**src/rtl/if_fetch_predict_if.sv**
```systemverilog
// if_fetch_predict_if: hazard, branch-resolution, imem and IF/ID signals of the fetch stage.
interface if_fetch_predict_if #(
    parameter int DBITS          = 32,
    parameter int IMEM_ADDR_BITS = 11
);
    logic                      stall;
    logic                      mispredict;
    logic [DBITS-1:0]          correctPC;
    logic                      exUpdate;
    logic [DBITS-1:0]          exPC;
    logic                      exTaken;
    logic [IMEM_ADDR_BITS-1:0] imemAddr;
    logic [DBITS-1:0]          imemData;
    logic [DBITS-1:0]          pc;
    logic [DBITS-1:0]          pcIncremented;
    logic [DBITS-1:0]          instWord;
    logic [DBITS-1:0]          brBaseOffset;
    logic                      prediction;
    logic                      ifWrtEn;
    logic                      ifFlush;

    modport master (
        output stall, mispredict, correctPC, exUpdate, exPC, exTaken, imemData,
        input  imemAddr, pc, pcIncremented, instWord, brBaseOffset, prediction, ifWrtEn, ifFlush
    );

    modport slave (
        input  stall, mispredict, correctPC, exUpdate, exPC, exTaken, imemData,
        output imemAddr, pc, pcIncremented, instWord, brBaseOffset, prediction, ifWrtEn, ifFlush
    );
endinterface

```
**src/rtl/if_fetch_predict.sv**
```systemverilog
// if_fetch_predict: PC register, imem fetch, 2-bit-counter branch prediction and target computation.
module if_fetch_predict #(
    parameter int               DBITS          = 32,
    parameter int               IMEM_ADDR_BITS = 11,
    parameter int               BHT_INDEX_BITS = 6,
    parameter logic [DBITS-1:0] START_PC       = 'h40,
    parameter logic [3:0]       BR_OP          = 4'b0110
) (
    input logic              clk,
    input logic              reset,
    if_fetch_predict_if.slave bus
);
    localparam int BHT_SIZE = 2 ** BHT_INDEX_BITS;

    logic [DBITS-1:0]          pc_q, pc_d;
    logic [1:0]                bht_q [BHT_SIZE];
    logic [1:0]                bht_d [BHT_SIZE];
    logic [DBITS-1:0]          pc_inc, br_target, imm_ext;
    logic                      is_branch, predict;
    logic [BHT_INDEX_BITS-1:0] look_idx, upd_idx;
    logic [1:0]                upd_cnt, upd_nxt;

    assign pc_inc    = pc_q + DBITS'(4);
    assign imm_ext   = {{(DBITS-18){bus.imemData[15]}}, bus.imemData[15:0], 2'b00};
    assign br_target = pc_inc + imm_ext;
    assign is_branch = bus.imemData[31:28] == BR_OP;
    assign look_idx  = pc_q[BHT_INDEX_BITS+1:2];
    assign predict   = is_branch & bht_q[look_idx][1];

    assign bus.imemAddr      = pc_q[IMEM_ADDR_BITS+1:2];
    assign bus.pc            = pc_q;
    assign bus.pcIncremented = pc_inc;
    assign bus.instWord      = bus.imemData;
    assign bus.brBaseOffset  = br_target;
    assign bus.prediction    = predict;
    assign bus.ifWrtEn       = ~bus.stall | bus.mispredict;
    assign bus.ifFlush       = reset | bus.mispredict;

    assign pc_d = bus.mispredict ? bus.correctPC :
                  bus.stall      ? pc_q          :
                  predict        ? br_target     : pc_inc;

    // Training writes the registered table only; a same-cycle lookup sees the old counter.
    always_comb begin
        bht_d   = bht_q;
        upd_idx = bus.exPC[BHT_INDEX_BITS+1:2];
        upd_cnt = bht_q[upd_idx];
        upd_nxt = bus.exTaken ? ((upd_cnt == 2'b11) ? 2'b11 : upd_cnt + 2'b01)
                              : ((upd_cnt == 2'b00) ? 2'b00 : upd_cnt - 2'b01);
        bht_d[upd_idx] = bus.exUpdate ? upd_nxt : upd_cnt;
    end

    always_ff @(posedge clk) begin
        if (reset) begin
            pc_q <= START_PC;
            for (int i = 0; i < BHT_SIZE; i++) bht_q[i] <= 2'b01;
        end else begin
            pc_q  <= pc_d;
            bht_q <= bht_d;
        end
    end
endmodule

```
**src/flat_wrapper.sv**
```systemverilog
// flat-port wrapper written by rule: the top's interface ports become plain ports
module if_fetch_predict_flat 
#(
    parameter int               DBITS          = 32,
    parameter int               IMEM_ADDR_BITS = 11,
    parameter int               BHT_INDEX_BITS = 6,
    parameter logic [DBITS-1:0] START_PC       = 'h40,
    parameter logic [3:0]       BR_OP          = 4'b0110
)
  (clk, reset, bus_stall, bus_mispredict, bus_correctPC, bus_exUpdate, bus_exPC, bus_exTaken, bus_imemData, bus_imemAddr, bus_pc, bus_pcIncremented, bus_instWord, bus_brBaseOffset, bus_prediction, bus_ifWrtEn, bus_ifFlush);
  if_fetch_predict_if #(.DBITS(DBITS), .IMEM_ADDR_BITS(IMEM_ADDR_BITS)) bus_i ();
  input logic clk;
  input logic reset;
  input wire logic [$bits(bus_i.stall)-1:0] bus_stall;
  input wire logic [$bits(bus_i.mispredict)-1:0] bus_mispredict;
  input wire logic [$bits(bus_i.correctPC)-1:0] bus_correctPC;
  input wire logic [$bits(bus_i.exUpdate)-1:0] bus_exUpdate;
  input wire logic [$bits(bus_i.exPC)-1:0] bus_exPC;
  input wire logic [$bits(bus_i.exTaken)-1:0] bus_exTaken;
  input wire logic [$bits(bus_i.imemData)-1:0] bus_imemData;
  output wire logic [$bits(bus_i.imemAddr)-1:0] bus_imemAddr;
  output wire logic [$bits(bus_i.pc)-1:0] bus_pc;
  output wire logic [$bits(bus_i.pcIncremented)-1:0] bus_pcIncremented;
  output wire logic [$bits(bus_i.instWord)-1:0] bus_instWord;
  output wire logic [$bits(bus_i.brBaseOffset)-1:0] bus_brBaseOffset;
  output wire logic [$bits(bus_i.prediction)-1:0] bus_prediction;
  output wire logic [$bits(bus_i.ifWrtEn)-1:0] bus_ifWrtEn;
  output wire logic [$bits(bus_i.ifFlush)-1:0] bus_ifFlush;
  assign bus_i.stall = bus_stall;
  assign bus_i.mispredict = bus_mispredict;
  assign bus_i.correctPC = bus_correctPC;
  assign bus_i.exUpdate = bus_exUpdate;
  assign bus_i.exPC = bus_exPC;
  assign bus_i.exTaken = bus_exTaken;
  assign bus_i.imemData = bus_imemData;
  assign bus_imemAddr = bus_i.imemAddr;
  assign bus_pc = bus_i.pc;
  assign bus_pcIncremented = bus_i.pcIncremented;
  assign bus_instWord = bus_i.instWord;
  assign bus_brBaseOffset = bus_i.brBaseOffset;
  assign bus_prediction = bus_i.prediction;
  assign bus_ifWrtEn = bus_i.ifWrtEn;
  assign bus_ifFlush = bus_i.ifFlush;
  if_fetch_predict #(.DBITS(DBITS), .IMEM_ADDR_BITS(IMEM_ADDR_BITS), .BHT_INDEX_BITS(BHT_INDEX_BITS), .START_PC(START_PC), .BR_OP(BR_OP)) u_core (.clk(clk), .reset(reset), .bus(bus_i));
endmodule
```
**config.mk**
```make
export PLATFORM = sky130hd
export DESIGN_NAME = if_fetch_predict_flat
export DESIGN_NICKNAME = d
export VERILOG_FILES = /design/src/rtl/if_fetch_predict_if.sv /design/src/rtl/if_fetch_predict.sv /design/src/flat_wrapper.sv
export SDC_FILE = /design/constraint.sdc
export NUM_CORES = 1
export LEC_CHECK = 0
export CAP_MARGIN = 10
export CORE_MARGIN = 2
export CORE_UTILIZATION = 47
export CTS_BUF_LIST = sky130_fd_sc_hd__clkbuf_8
export CTS_CLUSTER_DIAMETER = 200
export DETAILED_ROUTE_END_ITERATION = 8
export GPL_ROUTABILITY_DRIVEN = 0
export GPL_TIMING_DRIVEN = 1
export PLACE_DENSITY = 0.79
export SYNTH_ARGS = -nofsm -noshare
export SYNTH_HDL_FRONTEND = slang
export SYNTH_SLANG_ARGS = --single-unit
```
**constraint.sdc**
```tcl
create_clock -name clk -period 4 [get_ports clk]
set_input_delay 0.4 -clock clk [delete_from_list [all_inputs] [get_ports clk]]
set_output_delay 0.4 -clock clk [all_outputs]
set_load 0.05 [all_outputs]
```
* Yosys cells after proc, flatten, opt, wreduce, memory -nomap -nowiden *
Index checks and enable logic that the tools add are counted.

storage, ports and cells
  output and inout port bits = 142
  word-level logic and storage cells = 99
  input bits = 102
  flip-flop bits (word level) = 160

cells by class
  order comparisons = 3
  bitwise operators = 6
  equal/unequal tests = 3
  muxes and demuxes = 16
  reductions and logical operators = 2
  add/sub/neg operators = 4

operators with widths
  operator                                                     count
  bitwise mux 128 bit                                          1
  2-to-1 mux 32 bit                                            3
  adder 32 x 3 -> 32 bit (second input constant)               1
  adder 32 bit                                                 1
  binary-select mux 2 bit (select 6 bit)                       2
  2-to-1 mux 2 bit                                             9
  >= comparator 7 bit (second input constant)                  2
  inverter 6 -> 7 bit                                          2
  demux 2 bit (select 6 bit)                                   1
  less-than comparator 7 x 1 -> 1 bit (second input constant)  1
  == test 4 x 3 -> 1 bit (second input constant)               1
  adder 2 x 1 -> 2 bit (second input constant)                 1
  == test 2 bit (second input constant)                        1
  zero test 2 bit                                              1
  != test 2 x 1 -> 1 bit (second input constant)               1
  bitwise OR 1 bit                                             2
  subtractor 2 x 1 -> 2 bit (second input constant)            1
  bitwise AND 1 bit                                            1
  logical AND 1 bit                                            1
  inverter 1 bit                                               1

* Logic depth before layout (Yosys ltp) *
  word-level depth = 9
  depth in mapped cells = 17
  gate-level depth less buffers = 16

* Least setup slack after synthesis *
OpenSTA, ideal clock, no wires.

  kind = flip-flop to flip-flop
  start = register u_core.pc_q[2] (netlist: u_core.bus.pc[2])
  end = register u_core.pc_q[31] (netlist: u_core.bus.pc[31])
  path slack = -2.183 ns
  period minus slack after synthesis = 6.183 ns
  data required time = 3.934 ns
  setup time = 0.066 ns
  data arrival time = 6.117 ns
  stages on the path, launching flop included = 15
  path buffers = 0
  cells stage by stage = dfxtp_1 > inv_1 > or3_1 > nor3_2 > nand4_1 > xnor2_1 > ha_1 > and4_1 > and3_1 > a31o_2 > a21oi_1 > a21o_1 > o21ai_0 > a311oi_1 > a221o_1

between the ends
  elaborated cells between the ends (all ways) = 10
  classes of those cells = 2 x add/sub; 6 x mux; 2 x bitwise

RTL lines
  item                            RTL line                source
  start: declaration              if_fetch_predict.sv:15  logic [DBITS-1:0] pc_q, pc_d;
  start signal: assignment        if_fetch_predict.sv:58  pc_q <= pc_d;
  adder 32 x 3 -> 32 bit          if_fetch_predict.sv:23  assign pc_inc = pc_q + DBITS'(4);
  named net bus_pcIncremented[2]  flat_wrapper.sv:23      output wire logic [$bits(bus_i.pcIncremented)-1:0] bus_pcIncremented;
  adder 32 bit                    if_fetch_predict.sv:25  assign br_target = pc_inc + imm_ext;
  named net bus_brBaseOffset[31]  flat_wrapper.sv:25      output wire logic [$bits(bus_i.brBaseOffset)-1:0] bus_brBaseOffset;
  2-to-1 mux 32 bit               if_fetch_predict.sv:41  predict ? br_target : pc_inc;
  2-to-1 mux 32 bit               if_fetch_predict.sv:40  bus.stall ? pc_q :
  2-to-1 mux 32 bit               if_fetch_predict.sv:39  assign pc_d = bus.mispredict ? bus.correctPC :

The timed path passes the listed nets, and every way through them passes these cells. The select of a mux whose other input is x is not followed.
A chain may end at the register's enable or synchronous reset.

* Worst setup path after layout *
  start = register u_core.pc_q[2] (netlist: u_core.bus.pc[2])
  end = output bus_brBaseOffset[26]

between the ends
  word-level cells in the longest chain between the ends = 2

ends and longest elaborated chain
  item                    RTL line
  adder 32 x 3 -> 32 bit  if_fetch_predict.sv:23
  adder 32 bit            if_fetch_predict.sv:25
  end: declaration        flat_wrapper.sv:25

Every way passes these cells.

==> metrics.cfg <==
[synth]
yosysWarningCount=0
syn_area_per_cell_um2=8.127
yosysTopAreaCell=dfxtp_1
synth_area_um2=10490
synth_top_cell_area_share_pct=30.53
synthesis.nets=1431
synth_top_family_by_area=compound AO/OA/AOI/OAI gates
synth_xor_area_share_pct=4.639
ys_ff_latch=160
synthAdderAreaFrac_pct=4.710
synth_cell_type_count=78
seq_area_frac_synth_pct=30.53
synthMuxAreaShare_pct=9.409
synthTopCellsByArea=dfxtp_1 (31%), o21ai_0 (7.8%), mux4_2 (4.9%), nand2_1 (4.5%), ha_1 (4.4%)
syn_inst=1291
synth_flop_cell=dfxtp_1
synth-edff-count=0
postSynth.asyncResetShare_pct=0
synth_compound_area_share_pct=22.97
synth_simple_gate_area_share_pct=19.76

[detailed_routing]
via_per_inst=6.372
wl_met3_mm=3.988
firstDrtPassIters=6
wl_per_cell_um=21.68
detail-route-antenna-nets=0
drcViolationCount=0
routed.top_layer=met4
totalWireLength_mm=38.68
vias=11367
wl_met1_mm=14.59
drt-initial-drc-count=1056
dr_wl_met2_mm=18.40

[die]
ioPinCount=244
die_x_um=153.4
dieArea_um2=23540
die_h_um=153.4
core_um2=21890
initial_utilization_pct=47.93
rows=54

[grt]
track_usage_pct=30.82
grt_pass1_vias=10805
gr-total-overflow=0
antenna_found_initial=0
grt_max_degree=71
grt_pass1_wl_mm=58.37

[critical_path]
cp_slowest_cell=dfxtp_4
end_kind=primary output
crit_path_start_kind=flip-flop
cp_max_fo=4
cp_top_family=compound AO/OA/AOI/OAI gates
cpPeakStageDelay_ns=0.38
critPathRequiredTime_ns=3.60
crit_top_cell=buf_4
cp_data_arrival_time_ns=4.05
crit_chain=ha_2, inv_1, nor3_4, buf_4, nand2_2, xnor2_2, ha_4, buf_4, nand2_1, o21ai_2, o211ai_1, a21oi_2, buf_4, nor2b_4, o31a_1, a21oi_4, xor2_4, buf_12
crit_type=flip-flop to primary output
worst-path-buf-inv=5

[sta]
setup_viol=10
worst_slew_pin_slew_ns=1.045
drv_slew=0
rsz0062_at_grt=true
max_freq_mhz=224.5
post-route-min-period_ns=4.454
fin_hold_ws_ns=0.3267
hold_viol=0
finalCritPeriodShare_pct=111.3
relSlewSlack_pct=29.95
finalSetupTns_ns=-2.619
layout_setup_ws_ns=-0.4538
fin_skew_ns=0.01256

[clock_tree]
cts_tree=built
cts_buffers=17
cts_hold_buf=0
clkLatencyLatePin_ns=0.48
cts.sinks=160
cts_buffer_depth=2
cts-root-buf=clkbuf_8
h-tree-depth=4
cts.clk_slew.worst_paths_ns=0.10

[power_and_ir_drop]
finalPower_mw=5.029
pwr-share-comb_pct=40.4
p_sw_share_pct=39.51
p_int_mw=3.042
irDropWorstVdd_mv=0.2301
seqPwrFrac_pct=33.1
power.leakage_nw=5.577
p_per_area_nw_per_um2=341.3
power_frac_clock_pct=26.6
switching_power_mw=1.987

[cells_and_area]
fin_util_pct=67.31
layout_commonest_cell=clkdlybuf4s50_1
final_cells=1784
finalInstanceArea_um2=14740
layout_common_cells=clkdlybuf4s50_1 (161), o21ai_0 (150), dfxtp_1 (144)
diodes=0
syn2layout_area_growth_pct=40.44
layout.nets=1631
drive_gt1_share_pct=26.46

[place]
dp_cells=1719
numPortBuffers=193
dp_slack_ns=-0.04084
dp_hpwl_mm=26.50
place_area_um2=13670

[run_status]
violations=negative setup slack
status=finished, violations left

[worst_hold_path]
hp-class=input port to flip-flop

[run]
maxCapViolCount=0

[power groups by stage]
stage | clock network [mW] | registers (mW) | logic, mW
2_1_floorplan | 0 | 1.78 | 1.13
5_1_grt | 1.39 | 1.67 | 2.10
3_3_place_gp | 0 | 1.70 | 1.86
6_report | 1.34 | 1.66 | 2.03
4_1_cts | 1.33 | 1.66 | 1.93
3_5_place_dp | 0 | 1.70 | 1.88
[worst reg2reg max path, delay by kind of cell (launching register included)]
family | cells | cell delay, ns
AO/OA/AOI/OAI | 4 | 0.82
XOR/XNOR | 1 | 0.34
adder cells (fa/ha/maj) | 1 | 0.26
buffers and inverters | 2 | 0.21
flip-flops | 1 | 0.38
AND/OR/NAND/NOR | 7 | 1.66
[synth_stat cells, types with 30 or more instances]
| library cell | number |
|---|---|
| o21ai_0 | 164 |
| dfxtp_1 | 160 |
| nand2_1 | 125 |
| nand3_1 | 92 |
| a21oi_1 | 81 |
| nor2_1 | 81 |
| buf_4 | 50 |
| clkbuf_1 | 46 |
| nor3_1 | 41 |
| ha_1 | 37 |
| xnor2_1 | 34 |
| mux2i_1 | 30 |
[worst paths after layout]
kind	slack, ns	start	endpoint	depth (start not counted)
max	-0.45	u_core.bus.pc[2]$_SDFFE_PP0N_	bus_brBaseOffset[26]	18
min	0.33	reset	u_core.bus.pc[21]$_SDFFE_PP0N_	3
max reg2reg	0.23	u_core.bus.pc[2]$_SDFFE_PP0N_	u_core.bus.pc[31]$_SDFFE_PP0N_	15
min reg2reg	0.48	u_core.bht_q[49]$_SDFFE_PP0P_	u_core.bht_q[49]$_SDFFE_PP0P_	2
[layout make-up]
class | count | area [um2]
sequential | 160 | 3236
timing repair buffer | 312 | 3098
inverter | 19 | 75.07
clock buffer | 18 | 247.7
multi-input combinational | 981 | 7547
tap | 280 | 350.3
fill | 1641 | 7156
clock inverter | 14 | 181.4
[kinds of logic after synthesis]
kind of cell | Yosys count
AO/OA/AOI/OAI | 389
XOR/XNOR | 54
adder cells (fa/ha/maj) | 39
buffers and inverters | 150
flip-flops | 160
multiplexers | 68
AND/OR/NAND/NOR | 431
[per-layer routing]
layer | GRT usage, % | vias to the layer above
met1 | 39.56 | 5345
met5 | 0 | -
met4 | 11.97 | 0
met2 | 51.23 | 784
met3 | 6.124 | 153
li1 | - | 5085
[timing repair]
item                                    in CTS  in global routing
setup buffers                               15                 19
resized for setup                           30                 54
pin swaps                                   28                 38
endpoints found under the setup margin      15                 19
[flip-flops by register name (all words and copies together), names as in the netlist]
signal and count:
u_core.bus.pc 32, u_core.bht_q 128
(Power assumes the default switching activity.)
